===== config.mk =====
export PLATFORM = sky130hd
export DESIGN_NAME = display_arbiter
export DESIGN_NICKNAME = d
export VERILOG_FILES = /design/src/rtl/display_arbiter.sv
export SDC_FILE = /design/constraint.sdc
export NUM_CORES = 1
export LEC_CHECK = 0
export BUFFER_PORTS_ARGS = -buffer_cell sky130_fd_sc_hd__clkbuf_2
export CORE_MARGIN = 5
export CORE_UTILIZATION = 55
export DETAILED_ROUTE_END_ITERATION = 8
export PLACE_DENSITY = 0.95
export SYNTH_ARGS = -nofsm -noshare
export SYNTH_HDL_FRONTEND = slang
export SYNTH_SLANG_ARGS = --single-unit
export TNS_END_PERCENT = 1

===== constraint.sdc =====
create_clock -name sysclk -period 6.16 [get_ports sysclk]
set_input_delay 0 -clock sysclk [delete_from_list [all_inputs] [get_ports sysclk]]
set_output_delay 0 -clock sysclk [all_outputs]
set_load 0.005 [all_outputs]

===== src/rtl/display_arbiter.sv =====
// Round-robin time-sharing of the 7-segment display among N_SRC requesters; registered outputs, grant 1 cycle after req.
// No backpressure: each owner holds the display for DWELL cycles or until it drops req; display data lags grant by 1 cycle.
module display_arbiter #(
    parameter int N_SRC = 4,
    parameter int DWELL = 100_000_000
) (
    input  logic                  sysclk,
    input  logic                  rst,
    input  logic [N_SRC-1:0]      req,
    input  logic [N_SRC*15-1:0]   values,
    input  logic [N_SRC*4-1:0]    dots,
    output logic [N_SRC-1:0]      grant,
    output logic [N_SRC-1:0]      done,
    output logic                  active,
    output logic [14:0]           value_out,
    output logic [3:0]            dot_out
);

    localparam int CW = (DWELL > 1) ? $clog2(DWELL) : 1;
    localparam int IW = (N_SRC > 1) ? $clog2(N_SRC) : 1;
    localparam logic [CW-1:0] CNT_LAST = CW'(DWELL - 1);
    localparam logic [CW-1:0] CNT_PRE  = CW'(DWELL - 2);

    typedef enum logic {IDLE, SHOW} state_t;

    state_t            state_q, state_d;
    logic [CW-1:0]     cnt_q, cnt_d;
    logic [IW-1:0]     last_q, last_d;
    logic [N_SRC-1:0]  grant_q, grant_d;
    logic [N_SRC-1:0]  done_q, done_d;
    logic              active_q, active_d;
    logic [14:0]       value_q, value_d;
    logic [3:0]        dot_q, dot_d;

    logic [14:0]       val_arr [N_SRC];
    logic [3:0]        dot_arr [N_SRC];
    logic              win_vld;
    logic [IW-1:0]     win_idx;
    logic              rearb;

    for (genvar i = 0; i < N_SRC; i++) begin : g_unpack
        assign val_arr[i] = values[15*i +: 15];
        assign dot_arr[i] = dots[4*i +: 4];
    end

    // Search starts just after the last owner and ends with the last owner itself.
    always_comb begin
        win_vld = 1'b0;
        win_idx = last_q;
        for (int k = 1; k <= N_SRC; k++) begin
            if (!win_vld && req[IW'((int'(last_q) + k) % N_SRC)]) begin
                win_vld = 1'b1;
                win_idx = IW'((int'(last_q) + k) % N_SRC);
            end
        end
    end

    always_comb begin
        state_d  = state_q;
        cnt_d    = cnt_q;
        last_d   = last_q;
        grant_d  = grant_q;
        done_d   = '0;
        rearb    = 1'b0;

        case (state_q)
            IDLE: rearb = 1'b1;
            SHOW: begin
                if (!req[last_q] || cnt_q == CNT_LAST) begin
                    rearb = 1'b1;
                end else begin
                    cnt_d = cnt_q + CW'(1);
                    // done is registered, so it is raised on entry to the final dwell cycle.
                    if (cnt_q == CNT_PRE) begin
                        done_d[last_q] = 1'b1;
                    end
                end
            end
            default: rearb = 1'b1;
        endcase

        if (rearb) begin
            cnt_d = '0;
            if (win_vld) begin
                state_d = SHOW;
                last_d  = win_idx;
                grant_d = N_SRC'(1) << win_idx;
            end else begin
                state_d = IDLE;
                grant_d = '0;
            end
        end

        active_d = (state_d == SHOW);
    end

    always_comb begin
        value_d = '0;
        dot_d   = '0;
        if (state_q == SHOW) begin
            if (val_arr[last_q] > 15'd9999) begin
                value_d = 15'd9999;
                dot_d   = 4'b1111;
            end else begin
                value_d = val_arr[last_q];
                dot_d   = dot_arr[last_q];
            end
        end
    end

    always_ff @(posedge sysclk or posedge rst) begin
        if (rst) begin
            state_q  <= IDLE;
            cnt_q    <= '0;
            last_q   <= IW'(N_SRC - 1);
            grant_q  <= '0;
            done_q   <= '0;
            active_q <= 1'b0;
            value_q  <= '0;
            dot_q    <= '0;
        end else begin
            state_q  <= state_d;
            cnt_q    <= cnt_d;
            last_q   <= last_d;
            grant_q  <= grant_d;
            done_q   <= done_d;
            active_q <= active_d;
            value_q  <= value_d;
            dot_q    <= dot_d;
        end
    end

    assign grant     = grant_q;
    assign done      = done_q;
    assign active    = active_q;
    assign value_out = value_q;
    assign dot_out   = dot_q;

endmodule


### Word-level counts from Yosys, hierarchy flattened

Cells that the tools add are included.

| storage, ports and cells | value |
|---|---|
| flip-flop bits (word level) | 57 |
| bits in latches | 0 |
| RAM bits | 0 |
| bits in read-only memories | 0 |
| input port bits | 82 |
| output and inout bits | 28 |
| logic and storage cells | 82 |
| memories kept | 0 |

| cells by class | value |
|---|---|
| $add $sub $neg | 5 |
| multipliers | 0 |
| divide/modulo/power cells | 0 |
| magnitude comparators | 8 |
| equality and inequality tests | 3 |
| shifts and indexed selects | 1 |
| multiplexer cells | 44 |
| bitwise operators | 2 |
| reduce and logical (&&, ||, !) cells | 12 |

Operators by type and width:

| operator | count |
|---|---|
| $mux W27 | 3 |
| $mux W15 | 4 |
| $eq A27 B27 Y1 const B | 2 |
| $mux W4 | 8 |
| $bmux W15 S2 | 1 |
| $add A27 B1 Y27 const B | 1 |
| $lt A2 B4 Y1 const B | 4 |
| $mux W1 | 16 |
| $gt A15 B14 Y1 const B | 1 |
| $bmux W1 S2 | 5 |
| $bmux W4 S2 | 1 |
| $mux W2 | 4 |
| $add A2 B1 Y2 const B | 2 |
| $add A2 B2 Y2 const B | 2 |
| $logic_and A1 B1 Y1 | 4 |
| $logic_not A1 Y1 | 4 |
| $reduce_and A2 Y1 | 2 |
| $shl A1 B2 Y4 const A | 1 |
| $ge A3 B3 Y1 const B | 1 |
| $lt A2 B3 Y1 const B | 1 |
| $not A2 Y3 | 1 |
| $demux W1 S2 | 1 |
| $ge A2 B1 Y1 const B | 1 |
| $ne A2 B2 Y1 const B | 1 |
| other kinds (4) | 4 |

### Logic depth before layout (Yosys ltp)

Gate-level depths: netlist of run 1.

| depth | value |
|---|---|
| depth in word-level cells | 16 |
| depth in mapped cells | 11 |
| depth with buffers taken out | 7 |

### Worst setup path before layout of run 1

No wires, ideal clock.

| timing path | value |
|---|---|
| kind | reg2reg |
| start point | register last_q[0] |
| end point | register last_q[1] |
| library setup time | 0.082 ns |
| arrival time | 2.550 ns |
| required time | 6.078 ns |
| path slack | 3.528 ns |
| stages on the path, launching flop included | 12 |
| path buffers | 4 |
| clock period less this slack | 2.632 ns |
| cell sequence | dfstp_2 -> buf_6 -> buf_12 -> buf_6 -> inv_1 -> ha_1 -> buf_1 -> mux2i_1 -> mux2i_1 -> a21o_1 -> a31o_4 -> mux2_4 |

| between the ends | value |
|---|---|
| longest elaborated chain between the ends | 15 |
| elaborated cells on any way between the ends | 37 |
| classes of those cells | add/sub: 4; mux: 24; reduce/logical: 9 |

Ends and longest elaborated chain:

| item | RTL line | source |
|---|---|---|
| start: declaration | 28 | `logic [IW-1:0] last_q, last_d;` |
| start signal: assignment | 115 | `last_q <= IW'(N_SRC - 1);` |
| start signal: assignment | 124 | `last_q <= last_d;` |
| $add A2 B1 Y2 | 51, 53 |  |
| $bmux W1 S2 | 51 | `if (!win_vld && req[IW'((int'(last_q) + k) % N_SRC)]) begin` |
| $mux W1 (not written as such) (2 in series) | 51 |  |
| $mux W1 | 51 |  |
| $logic_not A1 Y1 | 51 |  |
| $logic_and A1 B1 Y1 | 51 |  |
| $mux W1 | 51 |  |
| $logic_not A1 Y1 | 51 |  |
| $logic_and A1 B1 Y1 | 51 |  |
| $mux W1 | 51 |  |
| $logic_not A1 Y1 | 51 |  |
| $logic_and A1 B1 Y1 | 51 |  |
| $mux W1 | 51 |  |
| $reduce_and A2 Y1 (no source line) | -- |  |

Several ways; a longest one is shown, not always the timed one. The select of a mux whose other input is x is not followed.
A chain may end at the register's enable or synchronous reset.

### Worst setup path after layout of run 1

| timing path | value |
|---|---|
| start point | register last_q[0] |
| end point | register grant_q[1], in the netlist grant[1] |

| between the ends | value |
|---|---|
| longest elaborated chain between the ends | 16 |
| elaborated cells on any way between the ends | 38 |
| classes of those cells | add/sub: 4; shift: 1; mux: 25; reduce/logical: 8 |

Ends and longest elaborated chain:

| item | RTL line | source |
|---|---|---|
| $add A2 B1 Y2 | 51, 53 |  |
| $bmux W1 S2 | 51 |  |
| $mux W1 (not written as such) (2 in series) | 51 |  |
| $mux W1 | 51 |  |
| $logic_not A1 Y1 | 51 |  |
| $logic_and A1 B1 Y1 | 51 |  |
| $mux W1 | 51 |  |
| $logic_not A1 Y1 | 51 |  |
| $logic_and A1 B1 Y1 | 51 |  |
| $mux W1 | 51 |  |
| $logic_not A1 Y1 | 51 |  |
| $logic_and A1 B1 Y1 | 51 |  |
| $mux W2 | 51 |  |
| $shl A1 B2 Y4 | 87 | `grant_d = N_SRC'(1) << win_idx;` |
| $mux W4 | 84 | `if (win_vld) begin` |
| end signal: assignment | 125 | `grant_q <= grant_d;` |
| end: declaration | 29 | `logic [N_SRC-1:0] grant_q, grant_d;` |

Several ways; a longest one is shown, not always the timed one. The select of a mux whose other input is x is not followed.

==> results of run 1 <==
==> routing by layer <==
layer  global-route usage  vias to the layer above  share of wire
met1                0.308                     1389           0.35
met3               0.0728                       63          0.094
met5                    0                        -              0
li1                     -                     1252              -
met2                0.434                      223           0.49
met4                0.160                        0          0.064
==> area by class of cell <==
class                   count  share of cell area
repair buffers            111               0.140
inverters                  11              0.0103
well taps                  75              0.0233
multi-input cells         205               0.426
flip-flops and latches     57               0.355
clock buffers              16              0.0448
==> power groups by stage <==
stage / clock network, uW / logic, uW / registers [uW]
2_1_floorplan: 0 / 609 / 495
3_3_place_gp: 0 / 635 / 569
3_5_place_dp: 0 / 672 / 575
4_1_cts: 320 / 697 / 569
5_1_grt: 340 / 751 / 586
6_report: 322 / 707 / 569
==> sequential cells by signal, summed over array words and instances, names as in the netlist <==
| signal | count |
|---|---|
| value_out | 15 |
| cnt_q | 27 |
| done | 4 |
| last_q | 2 |
| grant | 4 |
| dot_out | 4 |
| active | 1 |
==> cell usage after synthesis, drive strengths merged, types with 5 or more instances <==
| library cell | instances |
|---|---|
| xor2 | 11 |
| nor3 | 9 |
| nor2 | 37 |
| buf | 11 |
| mux4 | 21 |
| o21a | 11 |
| inv | 11 |
| ha | 6 |
| mux2i | 7 |
| dfrtp | 55 |
| nand2 | 17 |
| and3 | 5 |
| xnor2 | 14 |
| and2 | 5 |
| o21ai | 5 |
| nand4 | 6 |
| nand3 | 10 |
| or3 | 6 |
==> worst register-to-register path, stage by stage, from the launching register on <==
cell and delay, ns:
dfstp_2 1.13, inv_1 0.34, ha_1 0.51, mux2i_1 0.28
mux2i_1 0.15, a21o_1 0.20, a31o_4 0.27, o32ai_2 0.27
==> logic make-up (layout without fill, tap and decap cells) <==
logic type | count (synthesis) | count (layout)
AOI/OAI and AO/OA | 31 | 31
DFF | 57 | 57
buffers and inverters | 26 | 138
muxes | 32 | 32
and+or+nand+nor | 110 | 110
xor gates and xnor gates | 25 | 25
adders and majority gates | 6 | 6
other | 1 | 1
==> worst min-delay path by stage <==
| stage | slack [ns] | start | endpoint | cells after the start |
|---|---|---|---|---|
| global route | 0.10 | dots[5] | dot_out[1]$_DFF_PP0_ | 3 |
| detailed placement | 0.22 | rst | value_out[5]$_DFF_PP0_ | 3 |
| CTS | 0.08 | dots[13] | dot_out[1]$_DFF_PP0_ | 3 |
| finish | 0.08 | dots[2] | dot_out[2]$_DFF_PP0_ | 3 |
| global placement | 0.21 | rst | value_out[13]$_DFF_PP0_ | 3 |
| floorplan | 0.15 | req[1] | active$_DFFE_PP0N_ | 1 |
==> per-stage QoR <==
step / utilization / hold slack [ns] / total power, uW
2_1_floorplan: - / 0.147 / 1100
3_3_place_gp: 0.651 / 0.210 / 1200
3_5_place_dp: 0.651 / 0.224 / 1250
4_1_cts: 0.683 / 0.0831 / 1590
5_1_grt: 0.683 / 0.102 / 1680
6_report: 0.683 / 0.0822 / 1600
==> metrics.md, run 1 <==
| Metric | Value |
|---|---|
| R2r setup slk | `2.91 ns` |
| Total GRT Usage | `0.265` |
| Post-synthesis adder-cell area fraction | `0.0228` |
| Post-DP HPWL | `6750 um` |
| Routed WL | `9770 um` |
| Synth Area in Compound Gates | `0.0762` |
| Core Area | `5890 um2` |
| Mux contribution to synthesized area | `0.185` |
| Multi-input gate area | `1710 um2` |
| RSZ-0062 raised after global routing | `false` |
| # diodes | `0` |
| ANT nets after route | `0` |
| Vias | `2,927` |
| Die X | `87.5 um` |
| Internal cell power | `994 uW` |
| Crit path max fanout | `34` |
| Maximum clock rate | `0.308 GHz` |
| Worst Path Required | `6.40 ns` |
| Register Area | `1430 um2` |
| Post-CTS setup buffers | `0` |
| Syn_nets | `376` |
| Setup crit end kind | `register` |
| Total leakage power | `0.00188 uW` |
| Total net switching power | `605 uW` |
| Post-CTS sizing | `0` |
| Critical path's top delay family | `flip-flops` |
| DR WL/cell | `20.6 um` |
| Period utilization | `0.527` |
| CTS buffer count | `9` |
| Antenna violations before repair | `0` |
| Number of flops mapped to enable cells by yosys | `0` |
| Worst rel slew slack | `0.394` |
| Clock skew | `0.00844 ns` |
| Worst path depth | `7` |
| DRC Markers | `0` |
| Xor-xnor portion of the synthesized cell area | `0.0664` |
| Final setup violation count | `0` |
| Outcome | `finished, final reports clean` |
| Top_reg_cell synth | `dfrtp_1` |
| Pwr Density | `398 nW/um2` |
| Starting Density | `0.561` |
| Final Non-Filler Cells | `475` |
| Clock latency on the worst-skew pair | `0.34 ns` |
| Post-synth cell types | `49` |
| Yosys reg bits | `57` |
| CTS max path bufs | `2` |
| Most area-consuming cells after synthesis | `dfrtp_1 (42%), mux4_2 (12%), nor2_1 (4.2%)` |
| Finished Cell Area | `4020 um2` |
| Cells along the critical path | `inv_1 > ha_1 > mux2i_1 > mux2i_1 > a21o_1 > a31o_4 > o32ai_2` |
| Mapped Area | `3300 um2` |
| Share of power burned in registers | `0.356` |
| First-pass GRT wire length | `15,200 um` |
| WP buf/inv | `1` |
| DIE HEIGHT | `87.5 um` |
| Reg2reg start | `last_q[0]$_DFFE_PP1P_` |
| Power share of the combinational group | `0.443` |
| Worst r2r dst | `grant[1]$_DFFE_PP0N_` |
| Final layout net count | `483` |
| CTS tree | `done` |
| Final Hold Fails | `0` |
| Fin. max-slew vios | `0` |
| Via/cell ratio | `6.16` |
| Synth Area in Simple Gates | `0.168` |
| Die area | `7650 um2` |
| Most frequent cells in the layout | `clkbuf_2 (109), dfrtp_1 (55), nor2_1 (37)` |
| Port Buffers | `109` |
| MaxCap Viol Count | `0` |
| Hold_buf cts | `1` |
| Worst IR drop on VDD | `342 uV` |
| Worst-Margin Slew | `0.910 ns` |
| Crit path top cell by count | `mux2i_1` |
| Commonest non-fill, non-tap cell in the layout | `clkbuf_2` |
| Worst EP arrival | `3.49 ns` |
| R2R depth | `7` |
| Cell taking the most area after synthesis | `dfrtp_1` |
| Detailed Route Iter0 Violations | `243` |
| Row Count | `28` |
| Largest net degree at the start of global routing | `58` |
| Post-synthesis sequential area ratio | `0.433` |
| Area growth syn-to-layout | `21.8%` |
| Largest family of logic cells by synthesized area | `multiplexers` |
| Worst path slowest cell | `dfstp_2` |
| Async SR Flop Fraction | `1.00` |
| Clock slew seen by the registers of the worst setup and hold paths | `0.07 ns` |
| Post-Place Worst Slack | `3.00 ns` |
| Max incr delay on CP | `1.13 ns` |
| Setup crit end | `grant[1]$_DFFE_PP0N_` |
| Number of instances in the placed design | `458` |
| Clk sinks | `57` |
| H-tree depth | `3` |
| Clk pwr share | `0.201` |
| Minimum clock period after layout | `3.25 ns` |
| I/O pins | `110` |
| Crit start category | `register` |
| Setup TNS | `0 ns` |
| Placement Cell Area | `3830 um2` |
| Crit Path Class | `reg -> reg` |
| Post-Synthesis Cells | `288` |
| Critical Path Start | `last_q[0]$_DFFE_PP1P_` |
| Syn_area_per_cell | `11.5 um2` |
| Yosys top cell area share | `0.417` |
| Hold crit path type | `in -> reg` |
| Yosys warnings | `0` |
| CTS root buffer | `clkbuf_8` |
| Gpl congestion | `0.906` |
| Share of cells above drive strength 1 | `0.383` |
| Drt first pass iters | `5` |
| Final worst setup slack | `2.91 ns` |
| Total gr overflow | `0` |
| Switch share | `0.378` |
| Filler cells | `409` |
| Number of global-route vias before repair | `3,085` |
(Power assumes the default switching activity.)
==> run 2, diff against run 1 <==
--- a/config.mk
+++ b/config.mk
@@ -5,11 +5,12 @@
 export SDC_FILE = /design/constraint.sdc
 export NUM_CORES = 1
 export LEC_CHECK = 0
+export ABC_AREA = 1
 export BUFFER_PORTS_ARGS = -buffer_cell sky130_fd_sc_hd__clkbuf_2
 export CORE_MARGIN = 5
-export CORE_UTILIZATION = 55
+export CORE_UTILIZATION = 47
 export DETAILED_ROUTE_END_ITERATION = 8
-export PLACE_DENSITY = 0.95
+export PLACE_DENSITY = 0.89
 export SYNTH_ARGS = -nofsm -noshare
 export SYNTH_HDL_FRONTEND = slang
 export SYNTH_SLANG_ARGS = --single-unit
==> constraint.sdc (replaced) <==
create_clock -name sysclk -period 2.95 [get_ports sysclk]
set_input_delay 0 -clock sysclk [delete_from_list [all_inputs] [get_ports sysclk]]
set_output_delay 0 -clock sysclk [all_outputs]
set_load 0.005 [all_outputs]
==> run 2 against run 1 <==
Effect of this change:
- fmax grew 32%
- critical path type unchanged
- via count grew 27%
- sequential power grew 92%
- sequential share of layout area shrank 3.6 points
- register-to-register slack lost 2.4 ns
- critical path depth grew 4
- cell count grew 52%
- die area grew 27%
- highest routed layer unchanged
- critical endpoint is now grant[3]$_DFFE_PP0N_
- non-clock buffer count grew 1
- setup slack lost 2.4 ns
- cell area grew 11%
==> metrics.md, run 2 <==
| Metric | Value |
|---|---|
| Outcome | `finished, final reports clean` |
| Max Used Layer | `met4` |
| CTS max path bufs | `2` |
| Reg2reg start | `last_q[1]$_DFFE_PP1P_` |
| Clock slew seen by the registers of the worst setup and hold paths | `0.07 ns` |
| Post-DP HPWL | `7530 um` |
| Clk sinks | `57` |
| Post-synthesis sequential area ratio | `0.388` |
| Total leakage power | `0.00230 uW` |
| Final setup violation count | `0` |
| Top_reg_cell synth | `dfrtp_1` |
| Hold_sp | `values[34]` |
| Share of cells above drive strength 1 | `0.254` |
| Period utilization | `0.835` |
| Met1 WL | `3900 um` |
| H-tree depth | `3` |
| CTS root buffer | `clkbuf_8` |
| Worst IR drop on VDD | `597 uV` |
| Internal cell power | `2190 uW` |
| Largest net degree at the start of global routing | `48` |
| Worst EP arrival | `2.68 ns` |
| Die area | `9720 um2` |
| Starting Density | `0.480` |
| Most frequent cells in the layout | `nand2_1 (175), clkbuf_2 (109), dfrtp_1 (55)` |
| Post-synth cell types | `33` |
| Clock latency on the worst-skew pair | `0.33 ns` |
| CTS buffer count | `9` |
| Vias | `3,715` |
| Via/cell ratio | `5.14` |
| Setup crit end kind | `register` |
| Total gr overflow | `0` |
| DRC Markers | `0` |
| Pwr Density | `872 nW/um2` |
| Total net switching power | `1710 uW` |
| Yosys top cell area share | `0.373` |
| # diodes | `0` |
| Clk pwr share | `0.226` |
| Met3 WL | `640 um` |
| Port Buffers | `109` |
| Detailed Route Iter0 Violations | `246` |
| Routed wl met2 | `4760 um` |
| Post-Synthesis Cells | `514` |
| Area growth syn-to-layout | `21.2%` |
| Setup TNS | `0 ns` |
| Crit Path Class | `reg -> reg` |
| Drt first pass iters | `7` |
| Most area-consuming cells after synthesis | `dfrtp_1 (37%), nand2_1 (18%), inv_1 (5.1%)` |
| RSZ-0062 raised after global routing | `false` |
| Crit path max fanout | `32` |
| Minimum clock period after layout | `2.46 ns` |
| I/O pins | `110` |
| Gpl congestion | `0.941` |
| Power share of the combinational group | `0.494` |
| Final layout net count | `704` |
| Syn_nets | `602` |
| Top reg by flops | `cnt_q` |
| Syn_area_per_cell | `7.17 um2` |
| DR WL/cell | `13.1 um` |
| Share of power burned in registers | `0.280` |
| Critical Path Start | `last_q[1]$_DFFE_PP1P_` |
| Fin. max-slew vios | `0` |
| Mapped Area | `3690 um2` |
| Final Hold Fails | `0` |
| Cell taking the most area after synthesis | `dfrtp_1` |
| Maximum clock rate | `0.406 GHz` |
| Switch share | `0.438` |
| First-pass GRT wire length | `16,400 um` |
| Async SR Flop Fraction | `1.00` |
| Commonest non-fill, non-tap cell in the layout | `nand2_1` |
| Number of flops mapped to enable cells by yosys | `0` |
| Total GRT Usage | `0.203` |
| Core Area | `7690 um2` |
| Number of flip-flops in the largest register | `27` |
| MaxCap Viol Count | `0` |
| Hold crit path type | `in -> reg` |
| Crit start category | `register` |
| Cell with the most instances after synthesis | `nand2_1` |
| DIE HEIGHT | `98.6 um` |
| Worst-Margin Slew | `0.609 ns` |
| Row Count | `32` |
| CTS tree | `done` |
| Yosys reg bits | `57` |
| Die X | `98.6 um` |
| List of most frequent post-synthesis cells | `nand2_1 (175), dfrtp_1 (55), inv_1 (50), nor2_1 (50), nand3_1 (34)` |
| ANT nets after route | `0` |
| Routed WL | `9450 um` |
| Post-CTS setup buffers | `0` |
| R2r setup slk | `0.49 ns` |
| Antenna violations before repair | `0` |
| Worst Path Required | `3.16 ns` |
| Number of global-route vias before repair | `3,699` |
| Clock skew | `0.00572 ns` |
| Post-layout util | `0.581` |
| Worst rel slew slack | `0.594` |
| Yosys warnings | `0` |
==> run 2: cell types whose count changed after synthesis, sizes merged, moves of 17 or more <==
cell / change
nand4: +17
inv: +45
nor2: +18
mux4: -21
nand3: +28
nand2: +166
==> run 2: logic make-up (layout without fill, tap and decap cells) <==
logic type	Yosys count	count (layout)	synth area share
flip-flops	57	57	0.388
adder cells (fa/ha/maj)	6	6	0.0204
XOR/XNOR	13	13	0.0309
AND/OR/NAND/NOR	322	322	0.389
buffers and inverters	77	184	0.103
AO/OA/AOI/OAI	38	38	0.0682
other	1	1	0.00102
==> run 2: routing by layer <==
layer / up-vias / track usage
li1: 1844 / -
met5: - / 0
met4: 0 / 0.0525
met2: 159 / 0.349
met1: 1691 / 0.256
met3: 21 / 0.0481
==> run 2: stage by stage <==
step / hold WS [ns] / setup slack, ns / instance area [um2] / power [uW] / std cells
after floorplan: 0.246 / 0.789 / 3690 / 2650 / 514
after global placement: 0.0804 / 0.722 / 4210 / 2920 / 706
after detailed placement: 0.101 / 0.552 / 4210 / 3020 / 706
after CTS: 0.0277 / 0.530 / 4470 / 3910 / 723
after global routing: 0.0598 / 0.322 / 4470 / 4240 / 723
final: 0.0399 / 0.486 / 4470 / 3900 / 723
==> run 2: what timing repair did <==
action	CTS	global route
resized for setup	0	0
hold endpoints to repair	30	0
hold buffers	1	0
==> run 2: power by group through the flow <==
| stage | Sequential [uW] | Clock, uW | Combinational [uW] |
|---|---|---|---|
| 3_3_place_gp | 1100 | 0 | 1820 |
| 3_5_place_dp | 1110 | 0 | 1910 |
| 5_1_grt | 1110 | 942 | 2190 |
| 4_1_cts | 1090 | 895 | 1920 |
| 6_report | 1090 | 882 | 1920 |
| 2_1_floorplan | 1030 | 0 | 1620 |
==> run 2: area by class of cell <==
type                            count  area (um2)
Multi-Input combinational cell    380        1880
Timing Repair Buffer              112         571
Inverter                           56         218
Fill cell                         686        3220
Clock buffer                       11         141
Tap cell                          102         128
Sequential cell                    57        1430
Clock inverter                      5         103
==> run 2: worst paths after layout <==
check,cells after the start,endpoint
hold reg to reg,2,grant[0]$_DFFE_PP0N_
min in group asynchronous,3,dot_out[2]$_DFF_PP0_
setup / recovery,11,grant[3]$_DFFE_PP0N_
setup reg to reg,11,grant[3]$_DFFE_PP0N_
max in group asynchronous,4,last_q[0]$_DFFE_PP1P_
hold / removal,5,value_out[4]$_DFF_PP0_
==> run 2: critical path: stages (launching register included) <==
cell,delay [ns]
dfstp_2,0.76
inv_2,0.31
ha_1,0.43
inv_1,0.09
nand2_2,0.10
nand2_1,0.08
inv_2,0.10
nand4_2,0.10
nand2_2,0.17
inv_2,0.05
nand3_1,0.08
nand2_1,0.06
